--- src/rtl/cp0_regfile_if.sv ---
// Bundle of CP0 register-file traffic: MTC0 writes, MFC0 reads, exception/ERET
// commits, interrupt lines and the published Status/Cause/EPC values.
interface cp0_regfile_if #(
    parameter int DATA_WIDTH = 32
);
    logic                  we;
    logic [4:0]            waddr;
    logic [DATA_WIDTH-1:0] wdata;
    logic [4:0]            raddr;
    logic [DATA_WIDTH-1:0] rdata;
    logic [5:0]            int_i;
    logic                  exc_valid;
    logic [4:0]            exc_code;
    logic [DATA_WIDTH-1:0] exc_pc;
    logic                  exc_in_delay_slot;
    logic                  eret;
    logic [DATA_WIDTH-1:0] status;
    logic [DATA_WIDTH-1:0] cause;
    logic [DATA_WIDTH-1:0] epc;
    logic                  timer_int;

    modport master (
        output we, waddr, wdata, raddr, int_i,
        output exc_valid, exc_code, exc_pc, exc_in_delay_slot, eret,
        input  rdata, status, cause, epc, timer_int
    );

    modport slave (
        input  we, waddr, wdata, raddr, int_i,
        input  exc_valid, exc_code, exc_pc, exc_in_delay_slot, eret,
        output rdata, status, cause, epc, timer_int
    );
endinterface

--- src/rtl/cp0_regfile.sv ---
// Coprocessor-0 register file: Count/Compare timer, Status, Cause, EPC, PRId,
// with exception and ERET commit handling.
module cp0_regfile #(
    parameter int                    DATA_WIDTH = 32,
    parameter logic [DATA_WIDTH-1:0] PRID_VALUE = 32'h0001_8000
) (
    input logic            clk,
    input logic            rst_n,
    cp0_regfile_if.slave   bus
);
    localparam logic [4:0] REG_COUNT   = 5'd9;
    localparam logic [4:0] REG_COMPARE = 5'd11;
    localparam logic [4:0] REG_STATUS  = 5'd12;
    localparam logic [4:0] REG_CAUSE   = 5'd13;
    localparam logic [4:0] REG_EPC     = 5'd14;
    localparam logic [4:0] REG_PRID    = 5'd15;

    localparam logic [DATA_WIDTH-1:0] STATUS_RESET = DATA_WIDTH'(32'h1000_0000);

    logic [DATA_WIDTH-1:0] count_q;
    logic [DATA_WIDTH-1:0] compare_q;
    logic [DATA_WIDTH-1:0] status_q;
    logic [DATA_WIDTH-1:0] cause_q;
    logic [DATA_WIDTH-1:0] epc_q;
    logic                  timer_q;

    logic [DATA_WIDTH-1:0] status_next;
    logic [DATA_WIDTH-1:0] cause_next;
    logic [DATA_WIDTH-1:0] epc_next;

    logic mtc0;
    logic wr_count;
    logic wr_compare;
    logic wr_status;
    logic wr_cause;
    logic wr_epc;
    logic exl;
    logic timer_match;

    // An exception squashes the MTC0 retiring alongside it.
    assign mtc0        = bus.we & ~bus.exc_valid;
    assign wr_count    = mtc0 && (bus.waddr == REG_COUNT);
    assign wr_compare  = mtc0 && (bus.waddr == REG_COMPARE);
    assign wr_status   = mtc0 && (bus.waddr == REG_STATUS);
    assign wr_cause    = mtc0 && (bus.waddr == REG_CAUSE);
    assign wr_epc      = mtc0 && (bus.waddr == REG_EPC);
    assign exl         = status_q[1];
    assign timer_match = (count_q == compare_q) && (compare_q != '0);

    always_comb begin
        status_next = status_q;
        if (wr_status) begin
            status_next = bus.wdata;
        end
        if (bus.exc_valid) begin
            status_next[1] = 1'b1;
        end else if (bus.eret) begin
            status_next[1] = 1'b0;
        end
    end

    always_comb begin
        cause_next        = cause_q;
        cause_next[15:10] = {bus.int_i[5] | timer_q, bus.int_i[4:0]};
        if (wr_cause) begin
            cause_next[9:8]   = bus.wdata[9:8];
            cause_next[23:22] = bus.wdata[23:22];
        end
        if (bus.exc_valid) begin
            cause_next[6:2] = bus.exc_code;
            if (!exl) begin
                cause_next[31] = bus.exc_in_delay_slot;
            end
        end
    end

    // Nested exceptions (EXL already set) keep the original return address.
    always_comb begin
        epc_next = epc_q;
        if (bus.exc_valid) begin
            if (!exl) begin
                epc_next = bus.exc_in_delay_slot ? (bus.exc_pc - DATA_WIDTH'(4))
                                                 : bus.exc_pc;
            end
        end else if (wr_epc) begin
            epc_next = bus.wdata;
        end
    end

    always_ff @(posedge clk) begin
        if (!rst_n) begin
            count_q   <= '0;
            compare_q <= '0;
            status_q  <= STATUS_RESET;
            cause_q   <= '0;
            epc_q     <= '0;
            timer_q   <= 1'b0;
        end else begin
            count_q   <= wr_count ? bus.wdata : count_q + DATA_WIDTH'(1);
            compare_q <= wr_compare ? bus.wdata : compare_q;
            if (wr_compare) begin
                timer_q <= 1'b0;
            end else if (timer_match) begin
                timer_q <= 1'b1;
            end
            status_q  <= status_next;
            cause_q   <= cause_next;
            epc_q     <= epc_next;
        end
    end

    always_comb begin
        bus.rdata = '0;
        case (bus.raddr)
            REG_COUNT:   bus.rdata = count_q;
            REG_COMPARE: bus.rdata = compare_q;
            REG_STATUS:  bus.rdata = status_q;
            REG_CAUSE:   bus.rdata = cause_q;
            REG_EPC:     bus.rdata = epc_q;
            REG_PRID:    bus.rdata = PRID_VALUE;
            default:     bus.rdata = '0;
        endcase
    end

    assign bus.status    = status_q;
    assign bus.cause     = cause_q;
    assign bus.epc       = epc_q;
    assign bus.timer_int = timer_q;
endmodule

--- src/flat_wrapper.sv ---
// flat-port wrapper written by rule: the top's interface ports become plain ports
module cp0_regfile_flat 
#(
    parameter int                    DATA_WIDTH = 32,
    parameter logic [DATA_WIDTH-1:0] PRID_VALUE = 32'h0001_8000
)
  (clk, rst_n, bus_we, bus_waddr, bus_wdata, bus_raddr, bus_int_i, bus_exc_valid, bus_exc_code, bus_exc_pc, bus_exc_in_delay_slot, bus_eret, bus_rdata, bus_status, bus_cause, bus_epc, bus_timer_int);
  cp0_regfile_if #(.DATA_WIDTH(DATA_WIDTH)) bus_i ();
  input logic clk;
  input logic rst_n;
  input wire logic [$bits(bus_i.we)-1:0] bus_we;
  input wire logic [$bits(bus_i.waddr)-1:0] bus_waddr;
  input wire logic [$bits(bus_i.wdata)-1:0] bus_wdata;
  input wire logic [$bits(bus_i.raddr)-1:0] bus_raddr;
  input wire logic [$bits(bus_i.int_i)-1:0] bus_int_i;
  input wire logic [$bits(bus_i.exc_valid)-1:0] bus_exc_valid;
  input wire logic [$bits(bus_i.exc_code)-1:0] bus_exc_code;
  input wire logic [$bits(bus_i.exc_pc)-1:0] bus_exc_pc;
  input wire logic [$bits(bus_i.exc_in_delay_slot)-1:0] bus_exc_in_delay_slot;
  input wire logic [$bits(bus_i.eret)-1:0] bus_eret;
  output wire logic [$bits(bus_i.rdata)-1:0] bus_rdata;
  output wire logic [$bits(bus_i.status)-1:0] bus_status;
  output wire logic [$bits(bus_i.cause)-1:0] bus_cause;
  output wire logic [$bits(bus_i.epc)-1:0] bus_epc;
  output wire logic [$bits(bus_i.timer_int)-1:0] bus_timer_int;
  assign bus_i.we = bus_we;
  assign bus_i.waddr = bus_waddr;
  assign bus_i.wdata = bus_wdata;
  assign bus_i.raddr = bus_raddr;
  assign bus_i.int_i = bus_int_i;
  assign bus_i.exc_valid = bus_exc_valid;
  assign bus_i.exc_code = bus_exc_code;
  assign bus_i.exc_pc = bus_exc_pc;
  assign bus_i.exc_in_delay_slot = bus_exc_in_delay_slot;
  assign bus_i.eret = bus_eret;
  assign bus_rdata = bus_i.rdata;
  assign bus_status = bus_i.status;
  assign bus_cause = bus_i.cause;
  assign bus_epc = bus_i.epc;
  assign bus_timer_int = bus_i.timer_int;
  cp0_regfile #(.DATA_WIDTH(DATA_WIDTH), .PRID_VALUE(PRID_VALUE)) u_core (.clk(clk), .rst_n(rst_n), .bus(bus_i));
endmodule
--- config.mk ---
export PLATFORM = sky130hd
export DESIGN_NAME = cp0_regfile_flat
export DESIGN_NICKNAME = d
export VERILOG_FILES = /design/src/rtl/cp0_regfile_if.sv /design/src/rtl/cp0_regfile.sv /design/src/flat_wrapper.sv
export SDC_FILE = /design/constraint.sdc
export NUM_CORES = 1
export LEC_CHECK = 0
export CORE_ASPECT_RATIO = 0.7
export CORE_MARGIN = 2
export CORE_UTILIZATION = 44
export DETAILED_ROUTE_END_ITERATION = 7
export GPL_TIMING_DRIVEN = 0
export PLACE_DENSITY_LB_ADDON = 0.3
export SLEW_MARGIN = 5
export SYNTH_ARGS = -nofsm -noshare
export SYNTH_HDL_FRONTEND = slang
export SYNTH_SLANG_ARGS = --single-unit
--- constraint.sdc ---
create_clock -name clk -period 2.2 [get_ports clk]
set_clock_uncertainty 0.15 [all_clocks]
set_input_delay 0.44 -clock clk [delete_from_list [all_inputs] [get_ports clk]]
set_output_delay 0.44 -clock clk [all_outputs]
set_load 0.02 [all_outputs]
# Yosys cells after proc, flatten, opt, wreduce, memory -nomap -nowiden

Index checks and enable logic that the tools add are counted.

Muxes and demuxes: 9
Add/sub/neg operators: 2
Bitwise gates (word level): 5
Equality and inequality tests: 13
Reduce and logical (&&, ||, !) cells: 12

Operators by type and width:

| operator                                             | count |
|---|---|
| case mux 32 bit (6 select lines)                     | 1 |
| 2-to-1 mux 32 bit                                    | 5 |
| equality test 5 x 4 -> 1 bit (second input constant) | 11 |
| adder 32 x 1 -> 32 bit (second input constant)       | 1 |
| equality test 32 bit                                 | 1 |
| nonzero test 32 bit                                  | 1 |
| subtractor 32 x 3 -> 32 bit (second input constant)  | 1 |
| logical AND 1 bit                                    | 6 |
| AND reduction 2 bit                                  | 2 |
| NOT 1 bit                                            | 3 |
| nonzero test 3 bit                                   | 1 |
| 2-to-1 mux 1 bit                                     | 2 |
| 2-to-1 mux 2 bit                                     | 1 |
| != test 2 bit (second input constant)                | 1 |
| nonzero test 2 bit                                   | 1 |
| OR reduction 2 bit                                   | 1 |
| AND 1 bit                                            | 1 |
| OR 1 bit                                             | 1 |

Word-level logic and storage cells: 51
Output and inout bits: 129
Register bits after elaboration: 145
Input port bits: 91

# Logic depth before layout (Yosys ltp)

Gate-level depths: netlist of run 1.

Depth after elaboration: 6
Gate-level depth with buffers: 8
Mapped depth without buffers: 7

# Worst setup path after synthesis of run 1

No wires, ideal clock.

Path kind: input-to-output
From: in bus_raddr[1]
To: out bus_rdata[10]
Stages on the path: 5
Slack: -281 ps
Data arrival time: 1891 ps
Cells stage by stage: clkbuf_1 buf_2 buf_1 mux2i_1 o22ai_1

Word-level cells in the longest chain between the ends: 2
Elaborated cells between the ends (all ways): 7
Classes of those cells: eq/ne: 6; mux: 1

Ends and longest elaborated chain:

| item                               | RTL line           | source |
|---|---|---|
| start: declaration                 | flat_wrapper.sv:14 | `input wire logic [$bits(bus_i.raddr)-1:0] bus_raddr;` |
| equality test 5 x 4 -> 1 bit       | cp0_regfile.sv:114 | `case (bus.raddr)` |
| case mux 32 bit (6 select lines) * | cp0_regfile.sv:114 |  |
| end: declaration                   | flat_wrapper.sv:21 | `output wire logic [$bits(bus_i.rdata)-1:0] bus_rdata;` |

Mark *: on every way between the ends. The rest lies on a longest branch, timed or not.

# Final worst setup path of run 1

From: in bus_raddr[4]
To: out bus_rdata[29]

Same word-level chain as after synthesis.

==> results of run 1 <==
repair_timing:
item | in CTS | in global routing
setup buffers | 17 | 20
pin swaps | 28 | 20
cloned | 4 | 2
endpoints found under the hold margin | 0 | 0
gates resized for setup | 364 | 167
endpoints found under the setup margin | 152 | 165
registers in the layout, summed over array words and instances (netlist names):
register	count
u_core.count_q	32
u_core.compare_q	32
u_core.bus.status	32
u_core.bus.timer_int	1
u_core.bus.epc	32
u_core.bus.cause	16
critical path, delay by kind of cell:
kind / cells / cell delay (ps)
buf+inv: 3 / 470
simple gates: 3 / 640
compound gates: 2 / 220
cell usage in the layout, fill, tap and decap left out, drive strengths merged, types with 15 or more instances in the layout:
master,synthesis,layout
nand3,32,32
xnor2,49,49
nor4,18,18
buf,36,124
nor3b,18,18
nand2,151,151
conb,1,16
nor2,60,60
o22ai,25,25
a211oi,17,17
dfxtp,145,145
a22oi,15,15
mux2i,62,62
clkbuf,61,61
a21oi,126,126
xor2,35,35
o21ai,44,44
clkdlybuf4s50,0,146
nand4,23,23
inv,8,17
area by class of cell:
class	instances	area share, %
tap	236	2.33
sequential	145	23.0
buffer	91	5.77
multi-input combinational	786	44.9
clock inverter	15	1.14
clock buffer	17	3.36
timing repair buffer	241	19.3
inverter	8	0.237
power by group through the flow:
stage | logic (mW) | registers (mW) | clock network (mW)
after global placement | 0.998 | 2.84 | 0
after global routing | 1.29 | 2.81 | 3.00
after floorplan | 0.431 | 2.89 | 0
after detailed placement | 1.01 | 2.84 | 0
final | 1.24 | 2.80 | 2.91
after CTS | 1.13 | 2.79 | 2.87
per-layer routing:
layer	global-route usage, %	up-vias
met5	0	-
met4	14.3	0
met3	9.15	164
met2	49.6	907
met1	50.5	4502
li1	-	4158
metrics by stage:
| stage | hold slack, ps | setup TNS (ps) | instances | setup WS, ps | util, % |
|---|---|---|---|---|---|
| after floorplan | 321 | -1150 | 1036 | -105 | - |
| after global placement | 307 | -120050 | 1470 | -1870 | 58.4 |
| after detailed placement | 314 | -128660 | 1470 | -1880 | 58.4 |
| after CTS | 215 | -667 | 1523 | -59.7 | 66.5 |
| after global routing | 255 | -2670 | 1539 | -160 | 70.1 |
| final | 229 | -2160 | 1539 | -170 | 70.1 |
cells by family (layout without fill, tap and decap cells):
family	after synthesis	after routing	synth area share, %
compound gates	255	255	18.2
xor+xnor	84	84	9.06
fa+ha+maj	2	2	0.308
buf+inv	105	372	5.91
flops	145	145	35.7
mux	65	65	8.06
other cells	1	16	0.0462
simple gates	364	364	22.7
worst paths after layout:
kind | end | cells after the start | start
setup / recovery | bus_rdata[29] | 8 | bus_raddr[4]
hold reg to reg | u_core.bus.status[3] | 2 | u_core.bus.status[3]
hold / removal | u_core.bus.cause[31] | 3 | bus_exc_in_delay_slot
setup reg to reg | u_core.count_q[27] | 4 | u_core.count_q[10]
==> results.toml, run 1 <==
[run_status]
status = "finished with violations"
violations = "setup timing"

[final_layout]
fin_nets = 1383
multi_input_area_mm2 = 0.00568
drive_above_1_share_pct = 24.6
n_antenna_cell = 0
fin_area_mm2 = 0.0127
n_fill_cell = 1337
seq_area_mm2 = 0.00291
syn2layout_area_growth_pct = 55.8

[timing]
rsz0062_at_grt = "yes"
finalCriticalPeriod_ps = 2370
slew_headroom_pct = 40.3
fmax_mhz = 422
fin_ws_ps = -170
drv_slew = 0
fin_crit_sh_pct = 108
setup_viol = 29
worstMarginPinSlew_ps = 896
final_hold_viol_count = 0

[route]
wire_per_inst_um = 24.1
wl_um = 37100
wl_met3_um = 5620
post_drt_via_cell_ratio = 6.32
vias = 9731
top_layer_used = "met4"
ant_nets = 0
wl_met1_um = 14700
dr_wl_met2_um = 15000
dr.pass1.iters = 6
drcViolationCount = 0
drt_iter0_drc = 1568

[grt]
grt_overflow = 0
grt_max_degree = 17
grt_pass1_vias = 8768
antenna_found_initial = 0
grt_pass1_wl_um = 53000
track_usage_pct = 35.1

[power_and_ir_drop]
p_seq_share_pct = 40.3
p_int_mw = 4.85
clkPwrFrac_pct = 41.8
p_switching_mw = 2.11
combPwrFrac_pct = 17.9
peakVddDrop_uv = 510
p_sw_share_pct = 30.3
leakagePower_nw = 4.60
design_power_total_mw = 6.96
power_density_mw_per_mm2 = 550

[clocking]
postCtsHoldBufs = 0
h-tree-depth = 4
clockBufferDepth = 2
cts_tree = "built"
insertion_delay_ps = 440
root_buffer = "clkbuf_16"
cts-buffers-inserted = 17
path_clk_slew_ps = 70
cts_sinks = 145

[yosys]
synthDistinctLibCells = 60
yosys_register_bits = 145
syn_inst = 1021
synth_most_common_cell = "nand2_1"
synth_top_area_share_pct = 35.7
ys_seq_area_share_pct = 35.7
syn_area_per_cell_um2 = 7.96
ys_warn_count = 0
synth-edff-count = 0
synth_common_cells = "nand2_1 (151), dfxtp_1 (145), a21oi_1 (126)"
syn-cell-area_mm2 = 0.00812
synth_top_area_cell = "dfxtp_1"
synthTopCellsByArea = "dfxtp_1 (36%), a21oi_1 (7.8%), mux2i_1 (7.6%)"
synthArstFlopShare_pct = 0
synthFlopType = "dfxtp_1"

[setup_path]
path_class = "primary input to output pin"
max_stage_delay_ps = 340
end_kind = "output pin"
required_ps = 1610
critical_path.cell_chain = "buf_8 -> nor2b_4 -> nand2_4 -> nor3b_4 -> buf_6 -> a22oi_2 -> o21ai_1 -> buf_4"
slowest_stage = "nor3b_4"
worst_setup_path_start_kind = "primary input"
r2r_slack_ps = 70
arrival_ps = 1780
critPathMaxFanout = 5

[placed_design]
place_hpwl_um = 25600
place.gp.congestion = 0.968
io_buffers = 198
placed_area_mm2 = 0.0105

[die]
ios = 220
core_mm2 = 0.0181
initial_utilization_pct = 45.0
die_x_um = 166
dieHeight_um = 118
die_area_mm2 = 0.0196
rows = 41

[run]
drv_cap = 0

[min_path]
hp-class = "primary input to flip-flop"
(Power assumes the default switching activity.)
==> inputs of run 2 (changes only) <==
--- a/config.mk
+++ b/config.mk
@@ -7,7 +7,7 @@
 export LEC_CHECK = 0
 export CORE_ASPECT_RATIO = 0.7
 export CORE_MARGIN = 2
-export CORE_UTILIZATION = 44
+export CORE_UTILIZATION = 35
 export DETAILED_ROUTE_END_ITERATION = 7
 export GPL_TIMING_DRIVEN = 0
 export PLACE_DENSITY_LB_ADDON = 0.3
==> results.toml, run 2 (same netlist as run 1, synthesis figures left out) <==
[run_status]
status = "finished with violations"
violations = "setup timing"

[grt]
antenna_found_initial = 1
track_usage_pct = 30.1
grt_max_degree = 17
grt_overflow = 0
grt_pass1_vias = 8688
grt_pass1_wl_um = 54800

[setup_path]
reg2regPathDepth = 6
arrival_ps = 1790
reg2reg_to = "u_core.bus.epc[27]"
end_kind = "output pin"
r2r_slack_ps = 60
critPathMaxFanout = 2
worst_setup_path_start_kind = "primary input"
reg2reg_from = "u_core.bus.status[1]"
required_ps = 1610
path_class = "primary input to output pin"

[final_layout]
final_core_util_pct = 56.4
n_fill_cell = 2005
drive_above_1_share_pct = 24.2
instances_no_fill = 1613
final_common_cell = "nand2_1"
multi_input_area_mm2 = 0.00571
syn2layout_area_growth_pct = 57.9
layout_common_cells = "nand2_1 (149), clkdlybuf4s50_1 (144), dfxtp_1 (144), a21oi_1 (115), nor2_1 (52)"
seq_area_mm2 = 0.00290
fin_nets = 1381

[placed_design]
io_buffers = 198
place_hpwl_um = 27500
place.gp.congestion = 0.982
dp.cells = 1546

[route]
top_layer_used = "met4"
ant_nets = 0
dr_wl_met2_um = 15600
drcViolationCount = 0
wire_per_inst_um = 23.7
wl_met1_um = 16200
vias = 9496
wl_um = 38200
drt_iter0_drc = 1217
wl_met3_um = 5130
dr.pass1.iters = 6
post_drt_via_cell_ratio = 5.89

[timing]
drv_slew = 0
hold_ws_ps = 217
fin_ws_ps = -179
slew_headroom_pct = 48.3
finalCriticalPeriod_ps = 2380
fin_crit_sh_pct = 108
rsz0062_at_grt = "yes"
final_hold_viol_count = 0
fmax_mhz = 420
worstMarginPinSlew_ps = 776
setup_viol = 33

[die]
initial_utilization_pct = 35.7
ios = 220
core_mm2 = 0.0227
die_x_um = 186
rows = 46
dieHeight_um = 131
die_area_mm2 = 0.0245

[clocking]
cts_sinks = 145
root_buffer = "clkbuf_16"
h-tree-depth = 4
cts-buffers-inserted = 17
path_clk_slew_ps = 60
cts_tree = "built"
clockBufferDepth = 2
insertion_delay_ps = 440

[power_and_ir_drop]
power_density_mw_per_mm2 = 556
leakagePower_nw = 4.62
peakVddDrop_uv = 611

[min_path]
hp-class = "primary input to flip-flop"
min_path_cells = 3
worstHoldStart = "bus_exc_in_delay_slot"
min_to = "u_core.bus.cause[31]"

[run]
drv_cap = 0
[run 2: worst max path at each step]
stage | from | endpoint | slack (ps)
finish | bus_raddr[4] | bus_rdata[16] | -180
global route | bus_raddr[4] | bus_rdata[16] | -190
CTS | bus_raddr[4] | bus_rdata[1] | -90
detailed placement | bus_raddr[3] | bus_rdata[1] | -1920
global placement | bus_raddr[3] | bus_rdata[1] | -1900
floorplan | bus_raddr[3] | bus_rdata[18] | -110
[run 2: metal layers]
| layer | vias to the layer above | track usage (%) |
|---|---|---|
| met4 | 0 | 9.89 |
| met1 | 4530 | 44.9 |
| met5 | - | 0 |
| li1 | 4141 | - |
| met3 | 105 | 7.04 |
| met2 | 720 | 42.2 |
[run 2: final cells by class]
| class | count | share of cell area, % |
|---|---|---|
| diodes | 1 | 0.0195 |
| plain buffers | 90 | 5.44 |
| clock buffers | 17 | 3.32 |
| clock inverters | 14 | 1.40 |
| inverters | 8 | 0.234 |
| multi-input cells | 786 | 44.5 |
| flip-flops and latches | 145 | 22.6 |
| well taps | 312 | 3.04 |
| repair buffers | 240 | 19.4 |
[run 2: power breakdown]
group          switching, mW  total (mW)  internal (mW)  leakage, nW
clock network           1.30        3.09           1.80        0.291
logic                  0.684        1.23          0.548         3.15
registers              0.103        2.80           2.70         1.18
total                   2.08        7.13           5.04         4.62
[run 2: timing repair]
action,in CTS,in global routing
resized for setup,423,95
setup buffers,18,16
cloned,5,3
setup endpoints to repair,160,141
hold buffers,0,0
pin swaps,34,23
[run 2: stage by stage]
| step | power, mW | setup TNS, ps | setup slack, ps | cell area [um2] |
|---|---|---|---|---|
| floorplan | 3.32 | -1150 | -105 | 8270 |
| global placement | 3.86 | -134500 | -1900 | 10600 |
| detailed placement | 3.87 | -137160 | -1920 | 10600 |
| CTS | 7.02 | -1240 | -92.9 | 12400 |
| global route | 7.26 | -3240 | -189 | 12800 |
| finish | 7.13 | -2780 | -179 | 12800 |
[run 2: critical path, cell delays in order]
cell	delay (ps)
buf_6	90
nor2b_4	200
nand2_1	130
buf_4	150
buf_4	120
buf_4	130
a21oi_1	130
a221o_1	230
buf_6	150
==> inputs of run 3 (changes only) <==
--- a/config.mk
+++ b/config.mk
@@ -10,6 +10,7 @@
 export CORE_UTILIZATION = 35
 export DETAILED_ROUTE_END_ITERATION = 7
 export GPL_TIMING_DRIVEN = 0
+export HOLD_SLACK_MARGIN = 0.15
 export PLACE_DENSITY_LB_ADDON = 0.3
 export SLEW_MARGIN = 5
 export SYNTH_ARGS = -nofsm -noshare
==> results of run 3 <==
The final DEF is identical to that of run 2; final timing and power are the same.
